===== src/rtl/rv32i_pkg.sv =====
// rv32i_pkg
//   Shared definitions for the RV32I core slice: data width, register
//   address width, the word/address types, and the register-file FSM
//   state encoding.
package rv32i_pkg;

  localparam int unsigned XLEN       = 32;
  localparam int unsigned REG_ADDR_W = 5;

  typedef logic [XLEN-1:0]       word_t;
  typedef logic [REG_ADDR_W-1:0] reg_addr_t;

  // RF_CLEAR: zeroing sweep in progress, RF_RUN: normal operation.
  typedef enum logic {RF_CLEAR, RF_RUN} rf_state_t;

endpackage


===== src/rtl/rv32i_regfile_mem.sv =====
// rv32i_regfile_mem
//   Reset-free NREGS x XLEN storage array with one synchronous write port
//   and three asynchronous read ports. It has no reset, so synthesis can
//   map it to distributed/LUT RAM. The storage style can be swapped per
//   target without touching the control logic in rv32i_regfile.
//
// Ports
//   clk       in   write clock, rising edge
//   we_i      in   write enable
//   waddr_i   in   write address
//   wdata_i   in   write data
//   raddr1_i  in   read address, port 1   -> rdata1_o (combinational)
//   raddr2_i  in   read address, port 2   -> rdata2_o (combinational)
//   raddr3_i  in   read address, port 3   -> rdata3_o (combinational)
module rv32i_regfile_mem #(
  parameter int unsigned XLEN   = 32,
  parameter int unsigned NREGS  = 32,
  parameter int unsigned ADDR_W = 5
) (
  input  logic              clk,
  input  logic              we_i,
  input  logic [ADDR_W-1:0] waddr_i,
  input  logic [XLEN-1:0]   wdata_i,
  input  logic [ADDR_W-1:0] raddr1_i,
  input  logic [ADDR_W-1:0] raddr2_i,
  input  logic [ADDR_W-1:0] raddr3_i,
  output logic [XLEN-1:0]   rdata1_o,
  output logic [XLEN-1:0]   rdata2_o,
  output logic [XLEN-1:0]   rdata3_o
);

  logic [XLEN-1:0] mem_q [NREGS];

  always_ff @(posedge clk) begin
    if (we_i) begin
      mem_q[waddr_i] <= wdata_i;
    end
  end

  assign rdata1_o = mem_q[raddr1_i];
  assign rdata2_o = mem_q[raddr2_i];
  assign rdata3_o = mem_q[raddr3_i];

endmodule


===== src/rtl/rv32i_regfile.sv =====
// rv32i_regfile
//   RV32I architectural integer register file: NREGS x XLEN registers,
//   one write-back port, two registered read ports, and one combinational
//   debug read port. After reset, or on clear_req, a sweep zeroes one
//   register per cycle before the file accepts traffic.
//
// Ports
//   clk        in   clock, rising edge
//   reset      in   asynchronous, active-low reset
//   wb_enable  in   write strobe (honoured only while ready)
//   wb_reg     in   write address (x0 writes are discarded)
//   wb_data    in   write data
//   rs1_reg    in   read address, port 1
//   rs2_reg    in   read address, port 2
//   clear_req  in   single-cycle request to re-run the clear sweep
//   rs1_data   out  registered read data, port 1 (1-cycle latency)
//   rs2_data   out  registered read data, port 2 (1-cycle latency)
//   ready      out  high in RF_RUN
//   dbg_reg    in   debug read address
//   dbg_data   out  combinational debug read data (not gated by state)
//
// Handshake: there is no backpressure. A write is accepted on a rising
// edge only when ready is high at that edge and clear_req is low; any
// other write is dropped, never queued. Read data sampled at an edge is
// valid only when ready was high at that edge, otherwise it loads 0.
module rv32i_regfile
  import rv32i_pkg::*;
#(
  parameter int unsigned XLEN   = rv32i_pkg::XLEN,
  parameter int unsigned NREGS  = 32,
  parameter int unsigned BYPASS = 1
) (
  input  logic                     clk,
  input  logic                     reset,
  input  logic                     wb_enable,
  input  logic [$clog2(NREGS)-1:0] wb_reg,
  input  logic [XLEN-1:0]          wb_data,
  input  logic [$clog2(NREGS)-1:0] rs1_reg,
  input  logic [$clog2(NREGS)-1:0] rs2_reg,
  input  logic                     clear_req,
  output logic [XLEN-1:0]          rs1_data,
  output logic [XLEN-1:0]          rs2_data,
  output logic                     ready,
  input  logic [$clog2(NREGS)-1:0] dbg_reg,
  output logic [XLEN-1:0]          dbg_data
);

  localparam int unsigned AW = $clog2(NREGS);
  localparam logic [AW-1:0] LAST_IDX = AW'(NREGS - 1);

  rf_state_t       state_q;
  logic [AW-1:0]   clr_idx_q;
  logic            ready_q;
  logic [XLEN-1:0] rs1_q, rs2_q;
  logic [XLEN-1:0] rs1_d, rs2_d;

  logic            run_wr;
  logic            mem_we;
  logic [AW-1:0]   mem_waddr;
  logic [XLEN-1:0] mem_wdata;
  logic [XLEN-1:0] mem_rd1, mem_rd2, mem_rd3;

  // An architectural write happens only in RUN, never to x0, and never on
  // the edge that starts a clear sweep (the clear wins).
  always_comb begin
    run_wr = (state_q == RF_RUN) && wb_enable && (wb_reg != '0) && !clear_req;
  end

  // The sweep owns the write port while clearing.
  always_comb begin
    mem_we    = 1'b0;
    mem_waddr = wb_reg;
    mem_wdata = wb_data;
    if (state_q == RF_CLEAR) begin
      mem_we    = 1'b1;
      mem_waddr = clr_idx_q;
      mem_wdata = '0;
    end else if (run_wr) begin
      mem_we = 1'b1;
    end
  end

  rv32i_regfile_mem #(
    .XLEN  (XLEN),
    .NREGS (NREGS),
    .ADDR_W(AW)
  ) u_mem (
    .clk     (clk),
    .we_i    (mem_we),
    .waddr_i (mem_waddr),
    .wdata_i (mem_wdata),
    .raddr1_i(rs1_reg),
    .raddr2_i(rs2_reg),
    .raddr3_i(dbg_reg),
    .rdata1_o(mem_rd1),
    .rdata2_o(mem_rd2),
    .rdata3_o(mem_rd3)
  );

  // Read-port next values: x0 reads as zero; with BYPASS the value being
  // written this edge is forwarded so both ports see the new data.
  always_comb begin
    rs1_d = '0;
    rs2_d = '0;
    if (state_q == RF_RUN) begin
      if (rs1_reg != '0) begin
        if ((BYPASS != 0) && run_wr && (wb_reg == rs1_reg)) rs1_d = wb_data;
        else                                                 rs1_d = mem_rd1;
      end
      if (rs2_reg != '0) begin
        if ((BYPASS != 0) && run_wr && (wb_reg == rs2_reg)) rs2_d = wb_data;
        else                                                 rs2_d = mem_rd2;
      end
    end
  end

  // FSM with registered outputs.
  always_ff @(posedge clk or negedge reset) begin
    if (!reset) begin
      state_q   <= RF_CLEAR;
      clr_idx_q <= '0;
      ready_q   <= 1'b0;
      rs1_q     <= '0;
      rs2_q     <= '0;
    end else begin
      rs1_q <= rs1_d;
      rs2_q <= rs2_d;
      case (state_q)
        RF_CLEAR: begin
          if (clear_req) begin
            clr_idx_q <= '0;
          end else if (clr_idx_q == LAST_IDX) begin
            state_q   <= RF_RUN;
            ready_q   <= 1'b1;
            clr_idx_q <= '0;
          end else begin
            clr_idx_q <= clr_idx_q + 1'b1;
          end
        end
        RF_RUN: begin
          if (clear_req) begin
            state_q   <= RF_CLEAR;
            clr_idx_q <= '0;
            ready_q   <= 1'b0;
          end
        end
        default: begin
          state_q   <= RF_CLEAR;
          clr_idx_q <= '0;
          ready_q   <= 1'b0;
        end
      endcase
    end
  end

  assign rs1_data = rs1_q;
  assign rs2_data = rs2_q;
  assign ready    = ready_q;
  assign dbg_data = (dbg_reg == '0) ? '0 : mem_rd3;

endmodule


===== config.mk =====
export PLATFORM = sky130hd
export DESIGN_NAME = rv32i_regfile
export DESIGN_NICKNAME = d
export VERILOG_FILES = /design/src/rtl/rv32i_pkg.sv /design/src/rtl/rv32i_regfile_mem.sv /design/src/rtl/rv32i_regfile.sv
export SDC_FILE = /design/constraint.sdc
export NUM_CORES = 2
export LEC_CHECK = 0
export BUFFER_PORTS_ARGS = -buffer_cell sky130_fd_sc_hd__buf_2
export CORE_ASPECT_RATIO = 2
export CORE_MARGIN = 2
export CORE_UTILIZATION = 40
export DETAILED_ROUTE_END_ITERATION = 7
export SYNTH_ARGS = -nofsm -noshare
export SYNTH_HDL_FRONTEND = slang
export SYNTH_HIERARCHICAL = 1
export SYNTH_SLANG_ARGS = --single-unit

===== constraint.sdc =====
create_clock -name clk -period 6.23 [get_ports clk]
set_clock_uncertainty 0.05 [all_clocks]
set_input_delay 0.3115 -clock clk [delete_from_list [all_inputs] [get_ports clk]]
set_output_delay 0.3115 -clock clk [all_outputs]
set_load 0.01 [all_outputs]

==> results.py <==
metrics = {
    "outcome": {
        "status": "completed",
    },
    "power": {
        "switching_share_pct": 25.76,
        "total_power_uw": 16670,
        "p_seq_share_pct": 48.3,
        "p_int_uw": 12380,
        "ir_drop_uv": 189.1,
        "p_clk_share_pct": 39.3,
        "power_leakage_uw": 0.02692,
        "power_density_nw_per_um2": 246.1,
        "power.switching_uw": 4293,
        "comb_power_share_pct": 12.4,
    },
    "logic_synthesis": {
        "synth_compound_area_share_pct": 10.62,
        "synth_cells": 4976,
        "synthAdderAreaFrac_pct": 0.04067,
        "syn_avg_cell_area_um2": 12.37,
        "synthSimpleGateAreaFrac_pct": 7.111,
        "synth_area_um2": 61530,
        "yosysUniqueCellTypes": 44,
        "synth_top_family_by_area": "multiplexers",
        "synth_edf_count": 1024,
        "synthMuxAreaShare_pct": 25.11,
        "synthXorXnorAreaFrac_pct": 0.1423,
        "synth-main-ff-cell": "edfxtp_1",
        "yosys_warnings": 6,
        "ys_ff_latch": 1095,
        "synthArstFlopShare_pct": 6.484,
        "seq_area_frac_synth_pct": 52.86,
        "syn-num-nets": 5034,
    },
    "sta": {
        "final.setup.tns_ns": 0,
        "maxSlewHeadroom_pct": 9.840,
        "clock.fmax_ghz": 0.2632,
        "finalMaxSlewViolations": 0,
        "min_period_over_period_pct": 60.97,
        "period_needed_ns": 3.799,
        "setup_viol": 0,
        "finalHoldViolations": 0,
        "rsz0062_at_grt": "false",
        "tightest_slew_ns": 1.352,
    },
    "cts": {
        "clk_pin_slew_ns": 0.06,
        "numCtsBuffers": 97,
        "cts_resized": 0,
        "cts_tree": "done",
        "cts_sinks": 1095,
        "cts_setup_buffers": 0,
        "clock_latency_ns": 0.71,
        "cts-htree-levels": 3,
        "clk_path_buf_depth": 3,
        "cts-root-buf": "clkbuf_16",
    },
    "routing": {
        "drt-initial-drc-count": 5090,
        "routedWlPerCell_um": 32.13,
        "vias": 46153,
        "via_per_inst": 6.497,
        "wirelength_um": 228300,
        "drc": 0,
        "antenna_left": 0,
        "firstDrtPassIters": 5,
    },
    "critical_path": {
        "crit_path_max_fanout": 86,
        "arrival_ns": 3.44,
        "critPathLaunchType": "primary input",
        "required_ns": 5.87,
        "slowest_stage": "buf_4",
        "critPathMaxStageDelay_ns": 0.82,
        "crit_type": "primary input to output port",
        "cp_cell_sequence": "buf_8, buf_4, mux2i_1, a22o_1, nor3_1, a31oi_1, nand3_1, nor2b_1, buf_2",
        "endpoint_kind": "output port",
    },
    "finish": {
        "layout_common_cells": "mux2i_1 (1538), edfxtp_1 (1024), a21oi_1 (324)",
        "fin_util_pct": 44.29,
        "final_common_cell": "mux2i_1",
        "finalNonFillerCells": 7104,
        "layout-drive-gt1-share_pct": 10.37,
        "area_growth_pct": 10.07,
        "final_nets": 5027,
    },
    "place": {
        "globalplace.congestion": 0.9058,
        "dp_cells": 6885,
        "dpl.hpwl_um": 139900,
        "numPortBuffers": 152,
    },
    "global_route": {
        "globalRouteOverflowTotal": 0,
        "antenna_found_initial": 10,
        "grt_pass1_wl_um": 321900,
        "grt_max_degree": 115,
        "gr-usage-all-layers_pct": 28.26,
        "grt_pass1_vias": 45990,
    },
    "hold_path": {
        "min_path_type": "primary input to asynchronous set/reset pin",
    },
    "floorplan": {
        "std_cell_rows": 203,
        "dieWidth_um": 281.3,
        "dieArea_um2": 157200,
        "start_util_pct": 40.24,
        "die_height_um": 558.7,
        "pin_count": 153,
        "core_um2": 152900,
    },
    "flow_run": {
        "drv_cap": 0,
    },
}
flip-flops by register name, indices dropped and copies added, names as in the netlist:
name	flops
clr_idx_q	5
ready	1
rs1_data	32
rs2_data	32
state_q	1
u_mem/mem_q	1024
area by class of cell:
type	instances	area, um2
fillers	14068	85180
flip-flops and latches	1095	32530
multi-input cells	3454	26860
clock buffers	120	2705
well taps	2050	2565
repair buffers	320	2392
clock inverters	61	668.1
diodes	3	7.507
inverters	1	3.754
cell usage after synthesis, types with 2 or more instances:
cell type / n / area, um2
a21oi_1: 324 / 1622
a22o_1: 192 / 1682
nand2b_1: 6 / 37.54
or3b_2: 3 / 26.28
clkbuf_1: 136 / 510.5
clkbuf_4: 6 / 45.04
and3_1: 2 / 12.51
nor2_1: 43 / 161.4
mux2i_1: 1538 / 15390
buf_4: 76 / 570.6
nor3_1: 98 / 490.5
nand4_1: 38 / 237.7
edfxtp_1: 1024 / 30750
buf_2: 116 / 580.6
buf_6: 63 / 709.4
nand3b_1: 6 / 45.04
buf_1: 29 / 108.9
or4_1: 3 / 22.52
a22oi_1: 288 / 2162
dfrtp_1: 71 / 1777
o31ai_1: 32 / 240.2
a31oi_1: 97 / 606.8
o21a_1: 2 / 15.01
nand2_1: 326 / 1224
o21ai_1: 31 / 155.2
or2_2: 3 / 18.77
xnor2_1: 10 / 87.58
o21ai_0: 4 / 20.02
nand3_1: 318 / 1592
nor2b_1: 37 / 231.5
ha_1: 2 / 25.02
and2_1: 36 / 225.2
mux2_2: 5 / 56.30
per-stage QoR:
step	area, um2	worst slack [ns]	hold WS [ns]
global route	67730	2.385	0.3494
CTS	67720	2.506	0.2954
global placement	64000	2.548	0.1284
detailed placement	64000	2.504	0.1269
floorplan	61530	2.680	-0.03409
finish	67730	2.431	0.2700
cell families after synthesis:
| logic type | count (synthesis) |
|---|---|
| muxes | 1543 |
| xor gates and xnor gates | 10 |
| AOI/OAI and AO/OA | 974 |
| and+or+nand+nor | 925 |
| buffers and inverters | 427 |
| adders and majority gates | 2 |
| DFF | 1095 |
critical path: cells and delay by family:
kind / cells / cell delay, ns
buffers and inverters: 3 / 1.71
AOI/OAI and AO/OA: 2 / 0.61
and+or+nand+nor: 3 / 0.44
muxes: 1 / 0.26
final timing paths:
| path | startpoint | to | slack, ns | cells past startpoint |
|---|---|---|---|---|
| min | reset | rs1_data[3] | 0.27 | 3 |
| max | dbg_reg[1] | dbg_data[30] | 2.43 | 9 |
| min reg2reg | ready | ready | 0.46 | 1 |
| max in group asynchronous | reset | rs2_data[5] | 4.96 | 3 |
| max reg2reg | state_q | u_mem/mem_q[25][25] | 2.55 | 4 |
| min in group clk | clear_req | clr_idx_q[1] | 0.35 | 3 |
power groups by stage:
stage	registers, uW	clock network [uW]	logic (uW)
after global placement	8220	0	1990
final	8060	6550	2060
after floorplan	8210	0	1290
after global routing	8060	6840	2130
after detailed placement	8220	0	1990
after CTS	8060	6610	2010
per-layer routing:
| metal | routed length [um] | GRT usage [%] |
|---|---|---|
| met5 | 64 | 0 |
| met4 | 14700 | 16.60 |
| met3 | 18870 | 4.223 |
| met2 | 109500 | 47.33 |
| met1 | 85150 | 34.48 |
what timing repair did:
action | CTS | global route
hold endpoints to repair | 144 | 0
setup endpoints to repair | 0 | 0
hold buffers | 35 | 0
No activity file was read; power rests on OpenSTA's default activity.
